File: config.mk
export PLATFORM = sky130hd
export DESIGN_NAME = spi_arbiter
export DESIGN_NICKNAME = d
export VERILOG_FILES = /design/src/rtl/spi_arbiter.sv
export SDC_FILE = /design/constraint.sdc
export NUM_CORES = 1
export LEC_CHECK = 0
export ABC_CLOCK_PERIOD_IN_PS = 2300
export BUFFER_PORTS_ARGS = -buffer_cell sky130_fd_sc_hd__buf_2
export CORE_MARGIN = 2
export CORE_UTILIZATION = 28
export CTS_BUF_LIST = sky130_fd_sc_hd__clkbuf_16
export DETAILED_ROUTE_END_ITERATION = 6
export PLACE_DENSITY = 0.62
export SLEW_MARGIN = 30
export SYNTH_ARGS = -nofsm -noshare
export SYNTH_HDL_FRONTEND = slang
export SYNTH_SLANG_ARGS = --single-unit
File: constraint.sdc
create_clock -name clk -period 2.3 [get_ports clk]
set_clock_uncertainty 0.2 [all_clocks]
set_input_delay 0.345 -clock clk [delete_from_list [all_inputs] [get_ports clk]]
set_output_delay 0.345 -clock clk [all_outputs]
set_load 0.005 [all_outputs]
File: src/rtl/spi_arbiter.sv
// spi_arbiter: shares one SPI master between four requesters.
// Picks a winner (round robin by default), runs one byte transaction on
// the master with a watchdog, and returns the received byte with a
// one-cycle acknowledge to the winner.
// Optional build macro: SPI_ARB_FIXED_PRIO_EN selects fixed priority
// (requester 0 highest) instead of round robin.
module spi_arbiter #(
   parameter int TIMEOUT = 40
) (
   input  logic        clk,
   input  logic        reset,
   input  logic [3:0]  req,
   input  logic [31:0] req_data,
   output logic [3:0]  ack,
   output logic [7:0]  rsp_data,
   output logic        timeout_err,
   output logic        m_start,
   output logic [7:0]  m_din,
   input  logic        m_done,
   input  logic [7:0]  m_dout,
   output logic [3:0]  cs_n
);

   // Last counter value of the WAIT window before the watchdog fires.
   localparam logic [7:0] CNT_LAST = 8'(TIMEOUT - 1);

   typedef enum logic [2:0] {
      S_IDLE,
      S_ARB,
      S_START,
      S_WAIT,
      S_DONE
   } state_t;

   state_t      r_state;
   logic [1:0]  r_sel;
   logic [7:0]  r_cnt;
`ifndef SPI_ARB_FIXED_PRIO_EN
   logic [1:0]  r_ptr;
`endif

   logic [1:0]  w_base;
   logic [3:0]  w_rot;
   logic [1:0]  w_off;
   logic [1:0]  w_win;
   logic        w_any;
   logic [7:0]  w_win_byte;
   logic [7:0]  w_bytes [4];
   logic [3:0]  w_win_hot;
   logic [3:0]  w_sel_hot;

   // Search origin: fixed priority always starts at requester 0.
`ifdef SPI_ARB_FIXED_PRIO_EN
   assign w_base = 2'd0;
`else
   assign w_base = r_ptr;
`endif

   // Rotate the request vector so bit 0 is the first candidate, and split
   // the packed tx bytes into one lane per requester.
   genvar gi;
   generate
      for (gi = 0; gi < 4; gi++) begin : g_lane
         assign w_rot[gi]     = req[w_base + 2'(gi)];
         assign w_bytes[gi]   = req_data[8*gi +: 8];
         assign w_win_hot[gi] = (w_win == 2'(gi));
         assign w_sel_hot[gi] = (r_sel == 2'(gi));
      end
   endgenerate

   // Priority encode the rotated vector: lowest offset from the origin wins.
   always_comb begin
      w_off = 2'd0;
      if (w_rot[0])      w_off = 2'd0;
      else if (w_rot[1]) w_off = 2'd1;
      else if (w_rot[2]) w_off = 2'd2;
      else               w_off = 2'd3;
   end

   assign w_any      = |req;
   assign w_win      = w_base + w_off;
   assign w_win_byte = w_bytes[w_win];

   // Transaction sequencer: all outputs are registered here.
   always_ff @(posedge clk) begin
      if (!reset) begin
         r_state     <= S_IDLE;
         r_sel       <= 2'd0;
         r_cnt       <= 8'd0;
`ifndef SPI_ARB_FIXED_PRIO_EN
         r_ptr       <= 2'd0;
`endif
         ack         <= 4'h0;
         rsp_data    <= 8'h00;
         timeout_err <= 1'b0;
         m_start     <= 1'b0;
         m_din       <= 8'h00;
         cs_n        <= 4'hF;
      end else begin
         case (r_state)
            S_IDLE: begin
               if (w_any) r_state <= S_ARB;
            end
            S_ARB: begin
               // Requests may have vanished since IDLE; fall back if so.
               if (w_any) begin
                  r_sel   <= w_win;
                  m_din   <= w_win_byte;
`ifndef SPI_ARB_FIXED_PRIO_EN
                  r_ptr   <= w_win + 2'd1;
`endif
                  m_start <= 1'b1;
                  cs_n    <= ~w_win_hot;
                  r_state <= S_START;
               end else begin
                  r_state <= S_IDLE;
               end
            end
            S_START: begin
               m_start <= 1'b0;
               r_cnt   <= 8'd0;
               r_state <= S_WAIT;
            end
            S_WAIT: begin
               r_cnt <= r_cnt + 8'd1;
               // Completion beats the watchdog when both land together.
               if (m_done) begin
                  rsp_data    <= m_dout;
                  timeout_err <= 1'b0;
                  ack         <= w_sel_hot;
                  cs_n        <= 4'hF;
                  r_state     <= S_DONE;
               end else if (r_cnt == CNT_LAST) begin
                  rsp_data    <= 8'h00;
                  timeout_err <= 1'b1;
                  ack         <= w_sel_hot;
                  cs_n        <= 4'hF;
                  r_state     <= S_DONE;
               end
            end
            S_DONE: begin
               ack         <= 4'h0;
               timeout_err <= 1'b0;
               r_state     <= S_IDLE;
            end
            default: begin
               r_state <= S_IDLE;
            end
         endcase
      end
   end

endmodule

==> results.cfg <==
[outcome]
status = complete, but fails checks
violated_checks = negative setup slack

[placement]
port-buffer-count = 72
gp_routability_congestion = 0.814
dp_hpwl_mm = 3.90

[min_path]
hold_class = input pin to flop
worstHoldPathCells = 3
worstHoldStart = m_dout[7]
worst_hold_path.endpoint = rsp_data[7]

[routing]
drtPass1Iterations = 4
via_count = 2079
initialDrtViolationCount = 118
average_via_count_per_standard_cell = 4.93
final_antenna_net_count = 0
finalWirelength_mm = 5.55
drc = 0
drt-wirelength-per-cell_um = 13.2

[timing]
min_period_ns = 2.48
timing.final.setup_violations = 12
hold_viol = 0
finalCritPeriodShare_pct = 108
setup_slack_ns = -0.178
relSlewSlack_pct = 56.3
achievable-frequency_mhz = 404
timing_worst_slew_pin_value_ns = 0.650
finalSetupTns_ns = -1.10
rsz0062_at_grt = yes
drv_slew = 0

[clocking]
cts-root-to-sink-buffers = 2
hold_buffer_count_at_cts = 0
clk-insertion-delay-late_ns = 0.28
numClockSinks = 41
tritoncts = built
cts_inserted_buffers = 5
clkTransAtPathRegs_ns = 0.06
root_buffer = clkbuf_16
cts-htree-levels = 2

[logic_synthesis]
synthArstFlopShare_pct = 0
netlist_area_sq_um = 2070
synth_enable_flop_cells = 0
yosysSeqAreaShare_pct = 39.6
avgSynthCellArea_sq_um = 8.72
ys.flop_type = dfxtp_1
ys_warn_count = 0
synth_nets = 287
synth_largest_area_cell = dfxtp_1
yosys-top-cells-area = dfxtp_1, mux2_2, nand3_1
synth_cell_type_count = 42
yosysTopAreaCellShare_pct = 39.6
synthCells = 238
count_of_state_elements_after_synthesis = 41

[power_and_ir_drop]
power.static_leakage_nw = 1.24
vdd_drop_max_v = 0.000264
power.density_nw_per_um2 = 698

[cells_and_area]
layout-drive-gt1-share_pct = 42.1
share_of_the_core_filled_with_cells_in_the_final_layout_pct = 40.7
insertedDiodeCount = 0
layout.nets = 371
synthToLayoutAreaGrowth_pct = 41.7

[critical_path]
worst-endpoint-arrival_ns = 2.45
timing_worst_setup_path_type = flop to flop
startpoint_type = flop
rr_startpoint = r_ptr[0]
worstPathMaxFanout = 8
crit_start = r_ptr[0]
crit_path_cell_trace = nor3_2 > a31oi_1 > o211ai_1 > ha_4 > and4_1 > or4_4 > and4_4 > a311o_1
timing.critical_path.slowest_stage_cell = or4_4
r2r_end = r_ptr[1]
type_of_destination_of_the_critical_path = flop
r2r.worst_path.cells = 8
r2r_setup_slack_ns = -0.18
worst_path_largest_cell_delay_ns = 0.53
required_ns = 2.27

[global_routing]
number_of_antenna_violations_at_the_first_check_in_global_routing = 0
overflow = 0
grtUsageTotal_pct = 13.2
largest_net_degree_at_the_start_of_global_routing = 38
wire_length_of_the_first_global_routing_pass_mm = 9.05
grt_pass1_vias = 2010

[die]
fp-row-count = 31
initial_core_util_pct = 28.8
boundaryPins = 73
die_width_um = 90.1
core_area_sq_um = 7210
fp.dieArea_sq_um = 8110
die_height_um = 90.1

[job]
max_cap_viol_count = 0
critical path: cells and delay by family, from the launching register on:
family | cells | cell delay (ns)
adders and majority gates | 1 | 0.21
DFF | 1 | 0.41
and+or+nand+nor | 4 | 0.96
AOI/OAI and AO/OA | 3 | 0.58
area by class of cell:
cell class / count / area [sq um]
timing repair buffer: 93 / 534
clock inverter: 3 / 17.5
fill: 757 / 4280
clock buffer: 5 / 125
multi-input combinational: 171 / 1280
sequential: 41 / 825
inverter: 10 / 37.5
tap: 99 / 124
cells by family after synthesis:
kind of cell    count (synthesis)  share of synthesized area [%]
compound gates                 48                           15.6
flops                          41                           39.6
simple gates                  101                           28.0
buf+inv                        26                           5.13
fa+ha+maj                       2                           1.21
mux                            18                           9.65
xor+xnor                        2                          0.845
report_power, final:
group	switching, mW	total (mW)	internal, mW
clock network	0.278	0.675	0.397
registers	0.0355	0.796	0.760
logic	0.286	0.581	0.295
total	0.599	2.05	1.45
stage by stage:
| step | std cells | instance area [sq um] | hold WS (ns) | setup slack (ns) | power [mW] |
|---|---|---|---|---|---|
| finish | 422 | 2940 | 0.123 | -0.178 | 2.05 |
| global placement | 410 | 2660 | 0.260 | -0.234 | 1.31 |
| floorplan | 238 | 2090 | 0.248 | -0.0636 | 1.12 |
| global route | 422 | 2940 | 0.134 | -0.257 | 2.18 |
| detailed placement | 410 | 2660 | 0.251 | -0.276 | 1.31 |
| CTS | 419 | 2830 | 0.119 | -0.118 | 2.01 |
state kept, by name (all words and copies together), names as in the netlist:
register	cells
m_din	8
r_ptr	2
rsp_data	8
cs_n	4
m_start	1
r_cnt	8
ack	4
timeout_err	1
r_sel	2
r_state	3
cell usage after synthesis, types with 3 or more instances:
| cell type | count |
|---|---|
| mux2_2 | 16 |
| nand2b_1 | 4 |
| a21boi_0 | 3 |
| and2_1 | 3 |
| nand3_1 | 21 |
| a21oi_1 | 8 |
| nand4_1 | 15 |
| nor2b_1 | 13 |
| a22oi_1 | 10 |
| o21ai_0 | 8 |
| inv_1 | 10 |
| and3_1 | 3 |
| nor3_1 | 5 |
| o211ai_1 | 3 |
| dfxtp_1 | 41 |
| a31oi_1 | 5 |
| a32oi_1 | 3 |
| nor2_1 | 11 |
| nand2_1 | 9 |
| clkbuf_1 | 14 |
| nor4_1 | 5 |
worst max path at each step:
| stage | end |
|---|---|
| finish | r_ptr[1] |
| global route | r_ptr[1] |
| CTS | r_ptr[1] |
| detailed placement | r_ptr[1] |
| global placement | r_ptr[1] |
| floorplan | r_ptr[1] |
layer usage:
metal | routed length, um | global-route usage (%) | vias to the layer above
met4 | 80 | 5.00 | 0
met5 | 0 | 0 | -
met3 | 206 | 2.85 | 6
met1 | 2570 | 17.3 | 984
met2 | 2690 | 21.4 | 36
li1 | - | - | 1053
cells in the final DEF, fill, tap and decap left out, types with 6 or more instances in the layout:
| cell | n |
|---|---|
| nor2b_1 | 13 |
| buf_2 | 72 |
| inv_1 | 9 |
| nand4_1 | 15 |
| nor2_1 | 11 |
| nand3_1 | 20 |
| a22oi_1 | 10 |
| dfxtp_1 | 40 |
| a21oi_1 | 6 |
| o21ai_0 | 7 |
| mux2_2 | 16 |
| buf_4 | 19 |
| nand2_1 | 9 |
timing repair:
| action | CTS | global route |
|---|---|---|
| pin swaps | 2 | 4 |
| cloned | 0 | 0 |
| setup buffers | 1 | 3 |
| gates resized for setup | 3 | 15 |
| setup endpoints to repair | 12 | 14 |
Note: power is estimated with default switching activity, not from simulation.
